**src/rtl/ps2_scancode_rx.sv**
```systemverilog
// ps2_scancode_rx: receive-only PS/2 keyboard front end.
// Synchronizes and de-glitches the raw PS/2 clock and data lines,
// deserializes 11-bit device-to-host frames (start, 8 data LSB first,
// odd parity, stop) and strips the E0 (extended) and F0 (break) prefix
// bytes, so that each key event produces one qualified scancode.
//
// Ports:
//   CLK        in   system clock, all logic on posedge
//   RST        in   asynchronous active-low reset
//   PS2_CLK    in   raw PS/2 clock line (never driven)
//   PS2_DAT    in   raw PS/2 data line (never driven)
//   code       out  [7:0] scancode with prefixes removed, held until next code_valid
//   extended   out  code was preceded by E0
//   break_code out  code was preceded by F0 (key release)
//   code_valid out  one-cycle strobe, code/extended/break_code updated
//   frame_err  out  one-cycle strobe on start, parity, stop or timeout error
module ps2_scancode_rx #(
  parameter int FILTER_LEN     = 8,
  parameter int TIMEOUT_CYCLES = 50000
) (
  input  logic       CLK,
  input  logic       RST,
  input  logic       PS2_CLK,
  input  logic       PS2_DAT,
  output logic [7:0] code,
  output logic       extended,
  output logic       break_code,
  output logic       code_valid,
  output logic       frame_err
);

  localparam int FW = $clog2(FILTER_LEN + 1);
  localparam int TW = $clog2(TIMEOUT_CYCLES + 1);

  typedef enum logic [1:0] {S_IDLE, S_DATA, S_PARITY, S_STOP} state_t;

  logic          clk_s1_q, clk_s1_d, clk_s2_q, clk_s2_d;
  logic          dat_s1_q, dat_s1_d, dat_s2_q, dat_s2_d;
  logic          filt_q, filt_d;
  logic [FW-1:0] fcnt_q, fcnt_d;
  logic          fall;
  state_t        state_q, state_d;
  logic [2:0]    bit_cnt_q, bit_cnt_d;
  logic [7:0]    shift_q, shift_d;
  logic          parity_q, parity_d;
  logic [TW-1:0] tmo_q, tmo_d;
  logic          ext_pend_q, ext_pend_d;
  logic          brk_pend_q, brk_pend_d;
  logic [7:0]    code_q, code_d;
  logic          ext_q, ext_d;
  logic          brk_q, brk_d;
  logic          valid_q, valid_d;
  logic          err_q, err_d;

  // Input conditioning: two-flop synchronizers, then a level filter on
  // the clock that only follows the synchronized line once it has
  // disagreed with the filtered level for FILTER_LEN consecutive cycles.
  always_comb begin
    clk_s1_d = PS2_CLK;
    clk_s2_d = clk_s1_q;
    dat_s1_d = PS2_DAT;
    dat_s2_d = dat_s1_q;
    filt_d   = filt_q;
    fcnt_d   = '0;
    if (clk_s2_q != filt_q) begin
      if (fcnt_q == FW'(FILTER_LEN - 1)) filt_d = clk_s2_q;
      else                               fcnt_d = fcnt_q + FW'(1);
    end
  end

  assign fall = filt_q & ~filt_d;

  // Frame FSM, prefix tracking and registered outputs.
  always_comb begin
    // NOTE: every signal gets a default first so no path can leave it
    // unassigned, which would otherwise infer a latch.
    state_d    = state_q;
    bit_cnt_d  = bit_cnt_q;
    shift_d    = shift_q;
    parity_d   = parity_q;
    tmo_d      = tmo_q;
    ext_pend_d = ext_pend_q;
    brk_pend_d = brk_pend_q;
    code_d     = code_q;
    ext_d      = ext_q;
    brk_d      = brk_q;
    valid_d    = 1'b0;
    err_d      = 1'b0;

    if (fall) begin
      // A fall in the same cycle the timeout would expire wins.
      tmo_d = '0;
      unique case (state_q)
        S_IDLE: begin
          if (!dat_s2_q) begin
            state_d   = S_DATA;
            bit_cnt_d = '0;
          end else begin
            err_d = 1'b1;
          end
        end
        S_DATA: begin
          shift_d   = {dat_s2_q, shift_q[7:1]};
          bit_cnt_d = bit_cnt_q + 3'd1;
          if (bit_cnt_q == 3'd7) state_d = S_PARITY;
        end
        S_PARITY: begin
          parity_d = dat_s2_q;
          state_d  = S_STOP;
        end
        S_STOP: begin
          state_d = S_IDLE;
          if ((^shift_q ^ parity_q) && dat_s2_q) begin
            if (shift_q == 8'hE0) begin
              ext_pend_d = 1'b1;
            end else if (shift_q == 8'hF0) begin
              brk_pend_d = 1'b1;
            end else begin
              code_d     = shift_q;
              ext_d      = ext_pend_q;
              brk_d      = brk_pend_q;
              valid_d    = 1'b1;
              ext_pend_d = 1'b0;
              brk_pend_d = 1'b0;
            end
          end else begin
            err_d      = 1'b1;
            ext_pend_d = 1'b0;
            brk_pend_d = 1'b0;
          end
        end
        default: state_d = S_IDLE;
      endcase
    end else if (state_q != S_IDLE) begin
      if (tmo_q == TW'(TIMEOUT_CYCLES - 1)) begin
        state_d    = S_IDLE;
        tmo_d      = '0;
        err_d      = 1'b1;
        shift_d    = '0;
        ext_pend_d = 1'b0;
        brk_pend_d = 1'b0;
      end else begin
        tmo_d = tmo_q + TW'(1);
      end
    end
  end

  always_ff @(posedge CLK or negedge RST) begin
    if (!RST) begin
      // Idle PS/2 lines sit high, so the synchronizers and filter reset
      // to 1 to avoid a spurious fall when reset is released.
      clk_s1_q   <= 1'b1;
      clk_s2_q   <= 1'b1;
      dat_s1_q   <= 1'b1;
      dat_s2_q   <= 1'b1;
      filt_q     <= 1'b1;
      fcnt_q     <= '0;
      state_q    <= S_IDLE;
      bit_cnt_q  <= '0;
      shift_q    <= '0;
      parity_q   <= 1'b0;
      tmo_q      <= '0;
      ext_pend_q <= 1'b0;
      brk_pend_q <= 1'b0;
      code_q     <= '0;
      ext_q      <= 1'b0;
      brk_q      <= 1'b0;
      valid_q    <= 1'b0;
      err_q      <= 1'b0;
    end else begin
      // NOTE: non-blocking assignments so every flop samples the values
      // from before this edge, independent of statement order.
      clk_s1_q   <= clk_s1_d;
      clk_s2_q   <= clk_s2_d;
      dat_s1_q   <= dat_s1_d;
      dat_s2_q   <= dat_s2_d;
      filt_q     <= filt_d;
      fcnt_q     <= fcnt_d;
      state_q    <= state_d;
      bit_cnt_q  <= bit_cnt_d;
      shift_q    <= shift_d;
      parity_q   <= parity_d;
      tmo_q      <= tmo_d;
      ext_pend_q <= ext_pend_d;
      brk_pend_q <= brk_pend_d;
      code_q     <= code_d;
      ext_q      <= ext_d;
      brk_q      <= brk_d;
      valid_q    <= valid_d;
      err_q      <= err_d;
    end
  end

  assign code       = code_q;
  assign extended   = ext_q;
  assign break_code = brk_q;
  assign code_valid = valid_q;
  assign frame_err  = err_q;

endmodule

```
**config.mk**
```make
export PLATFORM = sky130hd
export DESIGN_NAME = ps2_scancode_rx
export DESIGN_NICKNAME = d
export VERILOG_FILES = /design/src/rtl/ps2_scancode_rx.sv
export SDC_FILE = /design/constraint.sdc
export NUM_CORES = 1
export LEC_CHECK = 0
export CORE_MARGIN = 2
export CORE_UTILIZATION = 59
export CTS_CLUSTER_DIAMETER = 50
export DETAILED_ROUTE_END_ITERATION = 8
export PLACE_DENSITY = 0.79
export SLEW_MARGIN = 15
export SYNTH_ARGS = -nofsm -noshare
export SYNTH_HDL_FRONTEND = slang
export SYNTH_SLANG_ARGS = --single-unit
```
**constraint.sdc**
```tcl
create_clock -name CLK -period 2.4 [get_ports CLK]
set_input_delay 0.24 -clock CLK [delete_from_list [all_inputs] [get_ports CLK]]
set_output_delay 0.24 -clock CLK [all_outputs]
set_load 0.1 [all_outputs]
```
==> results_dict.tcl, run 1 <==
set metrics [dict create \
    postCtsHoldBufs 1 \
    clk_path_buf_depth 2 \
    cts_tree "done" \
    crit_chain "inv_1, ha_1, xnor3_1, xnor2_1, nor3_1, buf_4, mux2_2" \
    top_layer "met4" \
    drc_errors 0 \
    p_leak_nw 1.33 \
    die_h_um 70.7 \
    synth_adder_area_share 0.0668 \
    crit_path_end_kind "register" \
    gr-total-overflow 0 \
    fin_worst_skew_ns 0.00550 \
    synthMuxAreaShare 0.0549 \
    required_ns 2.59 \
    synth_edf_count 0 \
    gp_congestion 0.825 \
    dp_worst_setup_slack_ns 0.283 \
    row_count 24 \
    synth-seq-cells 53 \
    met1_length_mm 2.34 \
    ys_seq_area_frac 0.508 \
    worst_setup_path_start_kind "register" \
    clkTransAtPathRegs_ns 0.09 \
    grt_pass1_wl_mm 8.45 \
    clk_latency_ns 0.30 \
    track_usage 0.210 \
    dr.pass1.iters 4 \
    met3_length_um 148 \
    grt_max_degree 26 \
    drv_slew 0 \
    slowest_stage "xnor3_1" \
    outcome "complete, no violations" \
    cts-htree-levels 2 \
    synth-xor-area-share 0.0554 \
    dp_hpwl_mm 3.42 \
    worst_pin_slew_ns 0.549 \
    fin_nets 289 \
    wl_per_cell_um 14.7 \
    antenna_left 0 \
    grt_pass1_vias 1866 \
    fillCellCount 341 \
    timing.fmax_mhz 468 \
    wl_met2_mm 2.20 \
    ir_drop_mv 0.293 \
    arrival_ns 2.33 \
    cpLargestDelayFamily "XOR/XNOR gates" \
    start_util 0.606 \
    slew_headroom 0.634 \
    die_area_um2 4990 \
    avgSynthCellArea_um2 10.5 \
    setup_viol 0 \
    post_cts_resized 0 \
    yosys_most_used_dff "dfrtp_1" \
    cts-root-buf "clkbuf_8" \
    viasPerCell 5.81 \
    drive_gt1_frac 0.173 \
    setup_slack_ns 0.264 \
    io_pins 16 \
    critPathKind "reg2reg" \
    io_buffers 15 \
    max_stage_delay_ns 0.39 \
    drv_cap 0 \
    clkSinkCount 53 \
    fin_crit_ns 2.14 \
    path_max_fanout 11 \
    drt-initial-drc-count 119 \
    syn-num-nets 267 \
    grt_setup_unrepaired "false" \
    synth_top_family_by_area "simple AND/OR/NAND/NOR gates" \
    core_area_um2 4320 \
    fin_tns_setup_ns 0 \
    wl_mm 4.76 \
    antenna_found_initial 0 \
    antenna-diode-count 0 \
    cts_buffers 5 \
    hold_viol_final 0 \
    synth-compound-area-share 0.0931 \
    synth-simple-area-share 0.187 \
    finalPower_mw 1.57 \
    area_growth_pct 11.6 \
    post-cts-setup-buffers 0 \
    syn_inst 249 \
    hp-class "in2reg" \
    synth_warnings 0 \
    synth-async-reset-ratio 1.00 \
    fp.dieW_um 70.7 \
    synth.distinct_cells 40 \
    path_buf_inv 2 \
    via_count 1882 \
    period_share 0.890 \
    power_density_nw_per_um2 536 \
    synth_area_um2 2620 \
]
==> final cells by class <==
| cell class | instances | area, um2 | area share |
|---|---|---|---|
| clock buffers | 6 | 82.6 | 0.0282 |
| clock inverters | 2 | 13.8 | 0.00470 |
| inverters | 15 | 56.3 | 0.0192 |
| multi-input cells | 173 | 1200 | 0.410 |
| flip-flops and latches | 53 | 1330 | 0.455 |
| well taps | 52 | 65.1 | 0.0222 |
| repair buffers | 23 | 178 | 0.0607 |
==> cell families (layout without fill, tap and decap cells) <==
| logic type | count (synthesis) | after routing |
|---|---|---|
| compound gates | 41 | 41 |
| simple gates | 90 | 90 |
| mux | 13 | 13 |
| flops | 53 | 53 |
| xor+xnor | 15 | 15 |
| fa+ha+maj | 14 | 14 |
| buf+inv | 23 | 46 |
==> layer usage <==
metal	vias up	global-route usage
li1	919	-
met1	924	0.297
met2	32	0.324
met3	7	0.0370
met4	0	0.0881
met5	-	0
==> power breakdown <==
group | leakage, nW | total, mW | internal (mW) | switching [mW]
Clock | 0.0512 | 0.520 | 0.234 | 0.286
Combinational | 0.554 | 0.0930 | 0.0407 | 0.0523
Sequential | 0.721 | 0.954 | 0.931 | 0.0235
Total | 1.33 | 1.57 | 1.21 | 0.362
==> flip-flops by register name, summed over array words and instances (netlist names), 2 cells and up <==
signal and cells:
bit_cnt_q 3, code 8, fcnt_q 4, shift_q 8
state_q 2, tmo_q 16
==> cell usage after synthesis, types with 3 or more instances <==
library cell / count / area (um2)
or4_1: 3 / 22.5
dfstp_2: 5 / 131
nand4_1: 3 / 18.8
buf_2: 3 / 15.0
nor3_1: 9 / 45.0
xnor2_1: 13 / 114
nand2_1: 19 / 71.3
clkbuf_1: 5 / 18.8
o21ai_0: 23 / 115
ha_1: 14 / 175
a21oi_1: 8 / 40.0
or3_1: 4 / 25.0
dfrtp_1: 48 / 1200
nor2_1: 14 / 52.6
nand3_1: 20 / 100
inv_1: 15 / 56.3
nor2b_1: 5 / 31.3
mux2_2: 11 / 124
==> metrics by stage <==
| stage | util | instance area [um2] | cells | hold WS [ns] |
|---|---|---|---|---|
| 3_3_place_gp | 0.652 | 2820 | 315 | 0.258 |
| 2_1_floorplan | - | 2620 | 249 | -0.0556 |
| 3_5_place_dp | 0.652 | 2820 | 315 | 0.264 |
| 6_report | 0.677 | 2930 | 324 | 0.330 |
| 4_1_cts | 0.677 | 2930 | 324 | 0.329 |
| 5_1_grt | 0.677 | 2930 | 324 | 0.335 |
==> final timing paths <==
kind | start | end | slack (ns) | cells past startpoint
min reg2reg | dat_s1_q$_DFF_PN1_ | dat_s2_q$_DFF_PN1_ | 0.36 | 0
min | PS2_CLK | clk_s1_q$_DFF_PN1_ | 0.33 | 1
min in group asynchronous | RST | fcnt_q[3]$_DFF_PN0_ | 0.45 | 2
max reg2reg | shift_q[1]$_DFFE_PN0P_ | code[2]$_DFFE_PN0P_ | 0.26 | 7
max in group asynchronous | RST | dat_s2_q$_DFF_PN1_ | 1.24 | 3
max | shift_q[1]$_DFFE_PN0P_ | code[2]$_DFFE_PN0P_ | 0.26 | 7
==> layout by cell type, fill, tap and decap left out, types with 2 or more instances in the layout <==
| cell type | netlist | routed |
|---|---|---|
| a21oi_1 | 8 | 8 |
| a32oi_1 | 2 | 2 |
| and3b_1 | 2 | 2 |
| buf_4 | 0 | 19 |
| clkbuf_8 | 0 | 6 |
| clkdlybuf4s50_1 | 0 | 2 |
| dfrtp_1 | 48 | 48 |
| dfstp_2 | 5 | 5 |
| ha_1 | 14 | 14 |
| inv_1 | 15 | 15 |
| mux2_2 | 11 | 11 |
| mux2i_1 | 2 | 2 |
| nand2_1 | 19 | 19 |
| nand3_1 | 20 | 20 |
| nand4_1 | 3 | 3 |
| nor2_1 | 14 | 14 |
| nor2b_1 | 5 | 5 |
| nor3_1 | 9 | 9 |
| nor3b_1 | 2 | 2 |
| nor4b_1 | 2 | 2 |
| o21ai_0 | 23 | 23 |
| or3_1 | 4 | 4 |
| or4_1 | 3 | 3 |
| xnor2_1 | 13 | 13 |
No activity file was read; power rests on OpenSTA's default activity.
==> inputs of run 2 (changes only) <==
Settings changed: SKIP_CTS_REPAIR_TIMING from default to 1.
==> results of run 2 <==
The final DEF is identical to that of run 1; final timing and power are the same.
